### src/rtl/spi_cmd_decoder.sv
// Byte-level SPI command decoder with a 4-entry register file.
// It answers one byte per received byte and drives the LEDs through a blink engine.
module spi_cmd_decoder #(
  parameter int unsigned PRESCALE_W = 16,
  parameter logic [7:0]  ID_BYTE    = 8'hB1
) (
  input  logic       i_clk,
  input  logic       i_sys_rst,
  input  logic [7:0] i_rx_byte,
  input  logic       i_rx_rdy,
  input  logic       i_cs,
  output logic [7:0] o_tx_byte,
  output logic       o_tx_rdy,
  output logic [4:0] o_led,
  output logic       o_err
);

  typedef enum logic [2:0] {
    IDLE   = 3'd0,
    W_ADDR = 3'd1,
    W_DATA = 3'd2,
    R_ADDR = 3'd3,
    DRAIN  = 3'd4
  } state_t;

  localparam logic [7:0] CMD_WRITE = 8'h01;
  localparam logic [7:0] CMD_READ  = 8'h02;
  localparam logic [7:0] CMD_ID    = 8'h9F;

  state_t                state_r, state_s;
  logic [7:0]            addr_r, addr_s;
  logic [3:0][7:0]       regs_r, regs_s;
  logic [7:0]            tx_byte_s;
  logic                  tx_rdy_s;
  logic                  err_s;
  logic                  reg2_wr_s;
  logic                  cs_meta_r, cs_sync_r, cs_prev_r;
  logic                  cs_rise_s;
  logic [PRESCALE_W-1:0] prescale_r;
  logic                  tick_s;
  logic [7:0]            period_r;
  logic                  phase_r;

  // Chip select idles high, so the synchronizer resets high to avoid a false frame end.
  always_ff @(posedge i_clk or negedge i_sys_rst) begin
    if (!i_sys_rst) begin
      cs_meta_r <= 1'b1;
      cs_sync_r <= 1'b1;
      cs_prev_r <= 1'b1;
    end else begin
      cs_meta_r <= i_cs;
      cs_sync_r <= cs_meta_r;
      cs_prev_r <= cs_sync_r;
    end
  end

  assign cs_rise_s = cs_sync_r & ~cs_prev_r;

  // Frame parser: next state, register writes and the response for the current byte.
  always_comb begin
    state_s   = state_r;
    addr_s    = addr_r;
    regs_s    = regs_r;
    tx_byte_s = o_tx_byte;
    tx_rdy_s  = 1'b0;
    err_s     = 1'b0;
    reg2_wr_s = 1'b0;
    if (cs_rise_s) begin
      state_s = IDLE;
    end else if (i_rx_rdy) begin
      tx_rdy_s  = 1'b1;
      tx_byte_s = 8'h00;
      case (state_r)
        IDLE: begin
          case (i_rx_byte)
            CMD_WRITE: state_s = W_ADDR;
            CMD_READ:  state_s = R_ADDR;
            CMD_ID: begin
              state_s   = DRAIN;
              tx_byte_s = ID_BYTE;
            end
            default: begin
              state_s = DRAIN;
              err_s   = 1'b1;
            end
          endcase
        end
        W_ADDR: begin
          addr_s  = i_rx_byte;
          state_s = W_DATA;
        end
        W_DATA: begin
          if (addr_r <= 8'd3) begin
            regs_s[addr_r[1:0]] = i_rx_byte;
            reg2_wr_s           = (addr_r[1:0] == 2'd2);
          end else begin
            err_s = 1'b1;
          end
          state_s = DRAIN;
        end
        R_ADDR: begin
          if (i_rx_byte <= 8'd3) begin
            tx_byte_s = regs_r[i_rx_byte[1:0]];
          end else begin
            err_s = 1'b1;
          end
          state_s = DRAIN;
        end
        DRAIN:   state_s = DRAIN;
        default: state_s = IDLE;
      endcase
    end else begin
      state_s = state_r;
    end
  end

  // Parser state, register file and the SPI-facing response registers.
  always_ff @(posedge i_clk or negedge i_sys_rst) begin
    if (!i_sys_rst) begin
      state_r   <= IDLE;
      addr_r    <= 8'h00;
      regs_r    <= {4{8'h00}};
      o_tx_byte <= 8'h00;
      o_tx_rdy  <= 1'b0;
      o_err     <= 1'b0;
    end else begin
      state_r   <= state_s;
      addr_r    <= addr_s;
      regs_r    <= regs_s;
      o_tx_byte <= tx_byte_s;
      o_tx_rdy  <= tx_rdy_s;
      o_err     <= err_s;
    end
  end

  assign tick_s = &prescale_r;

  // Blink engine; a period of zero parks the phase high so blinking LEDs stay lit.
  always_ff @(posedge i_clk or negedge i_sys_rst) begin
    if (!i_sys_rst) begin
      prescale_r <= {PRESCALE_W{1'b0}};
      period_r   <= 8'h00;
      phase_r    <= 1'b1;
    end else begin
      prescale_r <= prescale_r + PRESCALE_W'(1);
      if (reg2_wr_s || (regs_r[2] == 8'h00)) begin
        period_r <= 8'h00;
        phase_r  <= 1'b1;
      end else if (tick_s) begin
        if (period_r == (regs_r[2] - 8'd1)) begin
          period_r <= 8'h00;
          phase_r  <= ~phase_r;
        end else begin
          period_r <= period_r + 8'd1;
        end
      end else begin
        period_r <= period_r;
      end
    end
  end

  // LED drive: enabled LEDs follow the phase where the blink mask is set.
  always_ff @(posedge i_clk or negedge i_sys_rst) begin
    if (!i_sys_rst) begin
      o_led <= 5'h00;
    end else begin
      o_led <= regs_r[0][4:0] & (~regs_r[1][4:0] | {5{phase_r}});
    end
  end

endmodule

### config.mk
export PLATFORM = sky130hd
export DESIGN_NAME = spi_cmd_decoder
export DESIGN_NICKNAME = d
export VERILOG_FILES = /design/src/rtl/spi_cmd_decoder.sv
export SDC_FILE = /design/constraint.sdc
export NUM_CORES = 1
export LEC_CHECK = 0
export CORE_MARGIN = 3
export CORE_UTILIZATION = 41
export DETAILED_ROUTE_END_ITERATION = 16
export PLACE_DENSITY = 0.66
export SLEW_MARGIN = 20
export SYNTH_ARGS = -nofsm -noshare
export SYNTH_HDL_FRONTEND = slang
export SYNTH_SLANG_ARGS = --single-unit
### constraint.sdc
create_clock -name i_clk -period 3.3 [get_ports i_clk]
set_input_delay 0.99 -clock i_clk [delete_from_list [all_inputs] [get_ports i_clk]]
set_output_delay 0.99 -clock i_clk [all_outputs]
set_load 0.01 [all_outputs]
==> flow_summary.json <==
{
  "drtPass1Iterations": 4,
  "clk_latency_ns": 0.35,
  "crit_path_start_kind": "input port",
  "post_synth_fa_ha_maj_area_fraction_pct": 1.24,
  "number_of_flip_flops_and_latches_in_the_synthesized_netlist": 86,
  "setup_tns_ns": 0,
  "slew_viol_final": 0,
  "max_stage_delay_ns": 0.58,
  "grt_max_degree": 46,
  "placement.setup.worst_slack_ns": 0.120,
  "comb_power_share_pct": 7.1,
  "critical_path.slowest_cell": "sky130_fd_sc_hd__or4_4",
  "clock_skew_ns": 0.00906,
  "fin_crit_sh_pct": 85.2,
  "gpl.final_weighted_congestion": 0.779,
  "floorplan.initialDensity_pct": 43.0,
  "routed-via-count": 2720,
  "synth.cell_area_um2": 4050,
  "cts-resized-gates": 0,
  "tightestPinTransition_ns": 0.549,
  "synthesis.yosys.warnings": 0,
  "final_layout_size_suffix_gt1_share_pct": 20.8,
  "antenna-diode-count": 0,
  "globalRouteOverflowTotal": 0,
  "power_switching_uw": 464,
  "final_cell_area_um2": 4730,
  "crit_buf_inv": 1,
  "critical-path-top-delay-family": "simple AND/OR/NAND/NOR gates",
  "grt_antenna_before_repair": 0,
  "cap_viol_max_count": 0,
  "routedWlPerCell_um": 15.2,
  "fin_hold_ws_ns": 0.359,
  "die-height_um": 105,
  "drt_iter0_drc": 147,
  "number_of_library_cell_types_mapped_by_synthesis": 47,
  "power.density_nw_per_um2": 436,
  "synthesis.area_per_instance_um2": 11.6,
  "synth_compound_gate_area_share_pct": 6.83,
  "path_max_fanout": 8,
  "fmax_mhz": 356,
  "pwr-share-clk_pct": 39.6,
  "postLayoutCoreUtil_pct": 50.3,
  "sw_ratio_pct": 22.5,
  "num_io_pins": 27,
  "timing.slew.headroom_pct": 63.4,
  "finalWorstPathRequiredPeriod_ns": 2.81,
  "syn2layout_area_growth_pct": 16.9,
  "synth-main-ff-cell": "sky130_fd_sc_hd__dfrtp_1",
  "synth.area.mux_share_pct": 13.9,
  "synth_enable_flop_cells": 0,
  "core_um2": 9420,
  "clkTransAtPathRegs_ns": 0.09,
  "hp-class": "flip-flop to flip-flop",
  "cts.root.buffer_cell": "sky130_fd_sc_hd__clkbuf_8",
  "place.port_buffers": 26,
  "unrepaired_setup_endpoints_after_global_routing": "no",
  "outcome": "finished clean",
  "cellInternalPower_uw": 1600,
  "final_hold_viol_count": 0,
  "postRouteAntennaNets": 0,
  "power.share.sequential_pct": 53.3,
  "cells_after_synthesis": 349,
  "placement_rows": 35,
  "synth_xor_xnor_area_share_pct": 6.71,
  "synth_top_area_cell": "sky130_fd_sc_hd__dfrtp_1",
  "dieArea_um2": 11100,
  "critPathRequiredTime_ns": 3.53,
  "finalSetupViolCount": 0,
  "synth_seq_area_share_pct": 53.3,
  "synth_top_family_by_area": "simple AND/OR/NAND/NOR gates",
  "worstPathCellList": "clkdlybuf4s50_1, nand2b_1, or4_4, nor3b_4, mux2_2",
  "overall_track_demand_over_capacity_in_global_routing_pct": 15.1,
  "fp.dieW_um": 105,
  "clock_tree.htree_level_count": 3,
  "p_leak_uw": 0.00209,
  "post-route-worst-setup-slack_ns": 0.488,
  "post-route-drc-count": 0,
  "synth_fp_nets": 365,
  "final_nets": 401,
  "ys_top_cells_by_area": "sky130_fd_sc_hd__dfrtp_1 51%, sky130_fd_sc_hd__mux2_2 9.2%, sky130_fd_sc_hd__xnor2_1 4.8%",
  "clock-sinks": 86,
  "grt_pass1_wl_mm": 13.3,
  "cts_setup_buffers": 0,
  "vias_per_cell": 5.24,
  "startpoint": "i_rx_rdy",
  "drt_wl_total_mm": 7.91,
  "critical_path.reg2reg.startpoint": "addr_r[5]",
  "asyncSetResetFlopFracSynth_pct": 100,
  "clockBufferDepth": 2,
  "detailed_place.area_um2": 4510,
  "worstSetupEndpointType": "flip-flop",
  "critPathKind": "input port to flip-flop",
  "synth-simple-area-share_pct": 15.5,
  "dpl.hpwl_mm": 5.74,
  "min-delay-start": "cs_meta_r",
  "holdBufCountCts": 0,
  "tritoncts.num_buffers": 9,
  "vias_in_the_first_global_route": 2644,
  "netlist.area_leader.share_pct": 50.7,
  "vdd_drop_max_mv": 0.197,
  "cts_tree": "yes",
  "cp_data_arrival_time_ns": 3.04
}
-- synthesized netlist by cell type, types with 2 or more instances --
library cell and n:
sky130_fd_sc_hd__xor2_1 9, sky130_fd_sc_hd__a22o_1 2, sky130_fd_sc_hd__nand4_1 4, sky130_fd_sc_hd__nand2_1 46
sky130_fd_sc_hd__or3_1 2, sky130_fd_sc_hd__clkbuf_1 10, sky130_fd_sc_hd__a31oi_1 7, sky130_fd_sc_hd__dfstp_2 4
sky130_fd_sc_hd__and3_1 4, sky130_fd_sc_hd__buf_2 3, sky130_fd_sc_hd__mux2_2 33, sky130_fd_sc_hd__nand3_1 15
sky130_fd_sc_hd__mux4_2 8, sky130_fd_sc_hd__inv_1 8, sky130_fd_sc_hd__a21oi_1 4, sky130_fd_sc_hd__nor2_1 15
sky130_fd_sc_hd__buf_6 2, sky130_fd_sc_hd__nand2b_1 4, sky130_fd_sc_hd__nor4_1 5, sky130_fd_sc_hd__or4_1 3
sky130_fd_sc_hd__a21boi_0 9, sky130_fd_sc_hd__dfrtp_1 82, sky130_fd_sc_hd__ha_1 4, sky130_fd_sc_hd__nor3_1 9
sky130_fd_sc_hd__o21ai_0 14, sky130_fd_sc_hd__xnor2_1 22
-- area by class of cell --
class / count / area (um^2)
Clock inverter: 4 / 78.8
Sequential cell: 86 / 2160
Inverter: 8 / 30.0
Fill cell: 850 / 4680
Tap cell: 129 / 161
Multi-Input combinational cell: 240 / 1790
Timing Repair Buffer: 40 / 375
Clock buffer: 12 / 145
-- worst reg2reg max path, cell delays in order, from the launching register on --
cell,delay [ns]
sky130_fd_sc_hd__dfrtp_1,0.38
sky130_fd_sc_hd__nor4_1,0.45
sky130_fd_sc_hd__nand2_1,0.16
sky130_fd_sc_hd__or4_4,0.56
sky130_fd_sc_hd__nor3b_4,0.47
sky130_fd_sc_hd__mux2_2,0.39
-- cell usage in the layout (no fill, tap or decap), types with 2 or more instances in the layout --
| cell type | instances |
|---|---|
| sky130_fd_sc_hd__a21boi_0 | 9 |
| sky130_fd_sc_hd__a21oi_1 | 4 |
| sky130_fd_sc_hd__a22o_1 | 2 |
| sky130_fd_sc_hd__a31oi_1 | 7 |
| sky130_fd_sc_hd__and3_1 | 4 |
| sky130_fd_sc_hd__buf_4 | 14 |
| sky130_fd_sc_hd__bufinv_16 | 2 |
| sky130_fd_sc_hd__clkbuf_1 | 2 |
| sky130_fd_sc_hd__clkbuf_8 | 10 |
| sky130_fd_sc_hd__clkdlybuf4s50_1 | 25 |
| sky130_fd_sc_hd__dfrtp_1 | 82 |
| sky130_fd_sc_hd__dfstp_2 | 4 |
| sky130_fd_sc_hd__ha_1 | 4 |
| sky130_fd_sc_hd__inv_1 | 8 |
| sky130_fd_sc_hd__mux2_2 | 33 |
| sky130_fd_sc_hd__mux4_2 | 8 |
| sky130_fd_sc_hd__nand2_1 | 46 |
| sky130_fd_sc_hd__nand2b_1 | 4 |
| sky130_fd_sc_hd__nand3_1 | 15 |
| sky130_fd_sc_hd__nand4_1 | 4 |
| sky130_fd_sc_hd__nor2_1 | 15 |
| sky130_fd_sc_hd__nor3_1 | 9 |
| sky130_fd_sc_hd__nor4_1 | 5 |
| sky130_fd_sc_hd__o21ai_0 | 14 |
| sky130_fd_sc_hd__or3_1 | 2 |
| sky130_fd_sc_hd__or4_1 | 3 |
| sky130_fd_sc_hd__xnor2_1 | 22 |
| sky130_fd_sc_hd__xor2_1 | 9 |
-- cells by family after synthesis --
kind of cell	Yosys count
and+or+nand+nor	120
muxes	42
DFF	86
xor gates and xnor gates	31
AOI/OAI and AO/OA	43
adders and majority gates	4
buffers and inverters	23
-- flip-flops by register name, indices dropped and copies added, names as in the netlist --
register,flops
o_led,5
cs_prev_r,1
phase_r,1
cs_meta_r,1
cs_sync_r,1
addr_r,8
prescale_r,16
regs_r,32
o_err,1
o_tx_rdy,1
period_r,8
state_r,3
o_tx_byte,8
-- per-layer routing --
layer	part of all wire [%]	track usage [%]
met5	0	0
met4	1.4	4.87
met3	4.0	3.86
met2	46	23.7
met1	48	20.6
-- per-stage QoR --
| step | instances | total power (uW) |
|---|---|---|
| finish | 519 | 2070 |
| global route | 519 | 2160 |
| CTS | 519 | 2100 |
| detailed placement | 503 | 1270 |
| global placement | 503 | 1270 |
| floorplan | 349 | 1190 |
-- power by group through the flow --
stage	clock, uW	sequential [uW]	combinational [uW]
finish	819	1100	146
global route	889	1100	162
CTS	848	1100	149
detailed placement	0	1120	148
global placement	0	1120	147
floorplan	0	1110	75.2
-- final timing paths --
kind | cells past startpoint | to | slack [ns]
setup reg to reg | 5 | regs_r[12] | 0.78
hold reg to reg | 0 | cs_sync_r | 0.36
hold / removal | 0 | cs_sync_r | 0.36
setup / recovery | 5 | regs_r[12] | 0.49
min in group asynchronous | 1 | o_led[4] | 0.63
max in group asynchronous | 2 | regs_r[24] | 2.04
No activity file was read; power rests on OpenSTA's default activity.
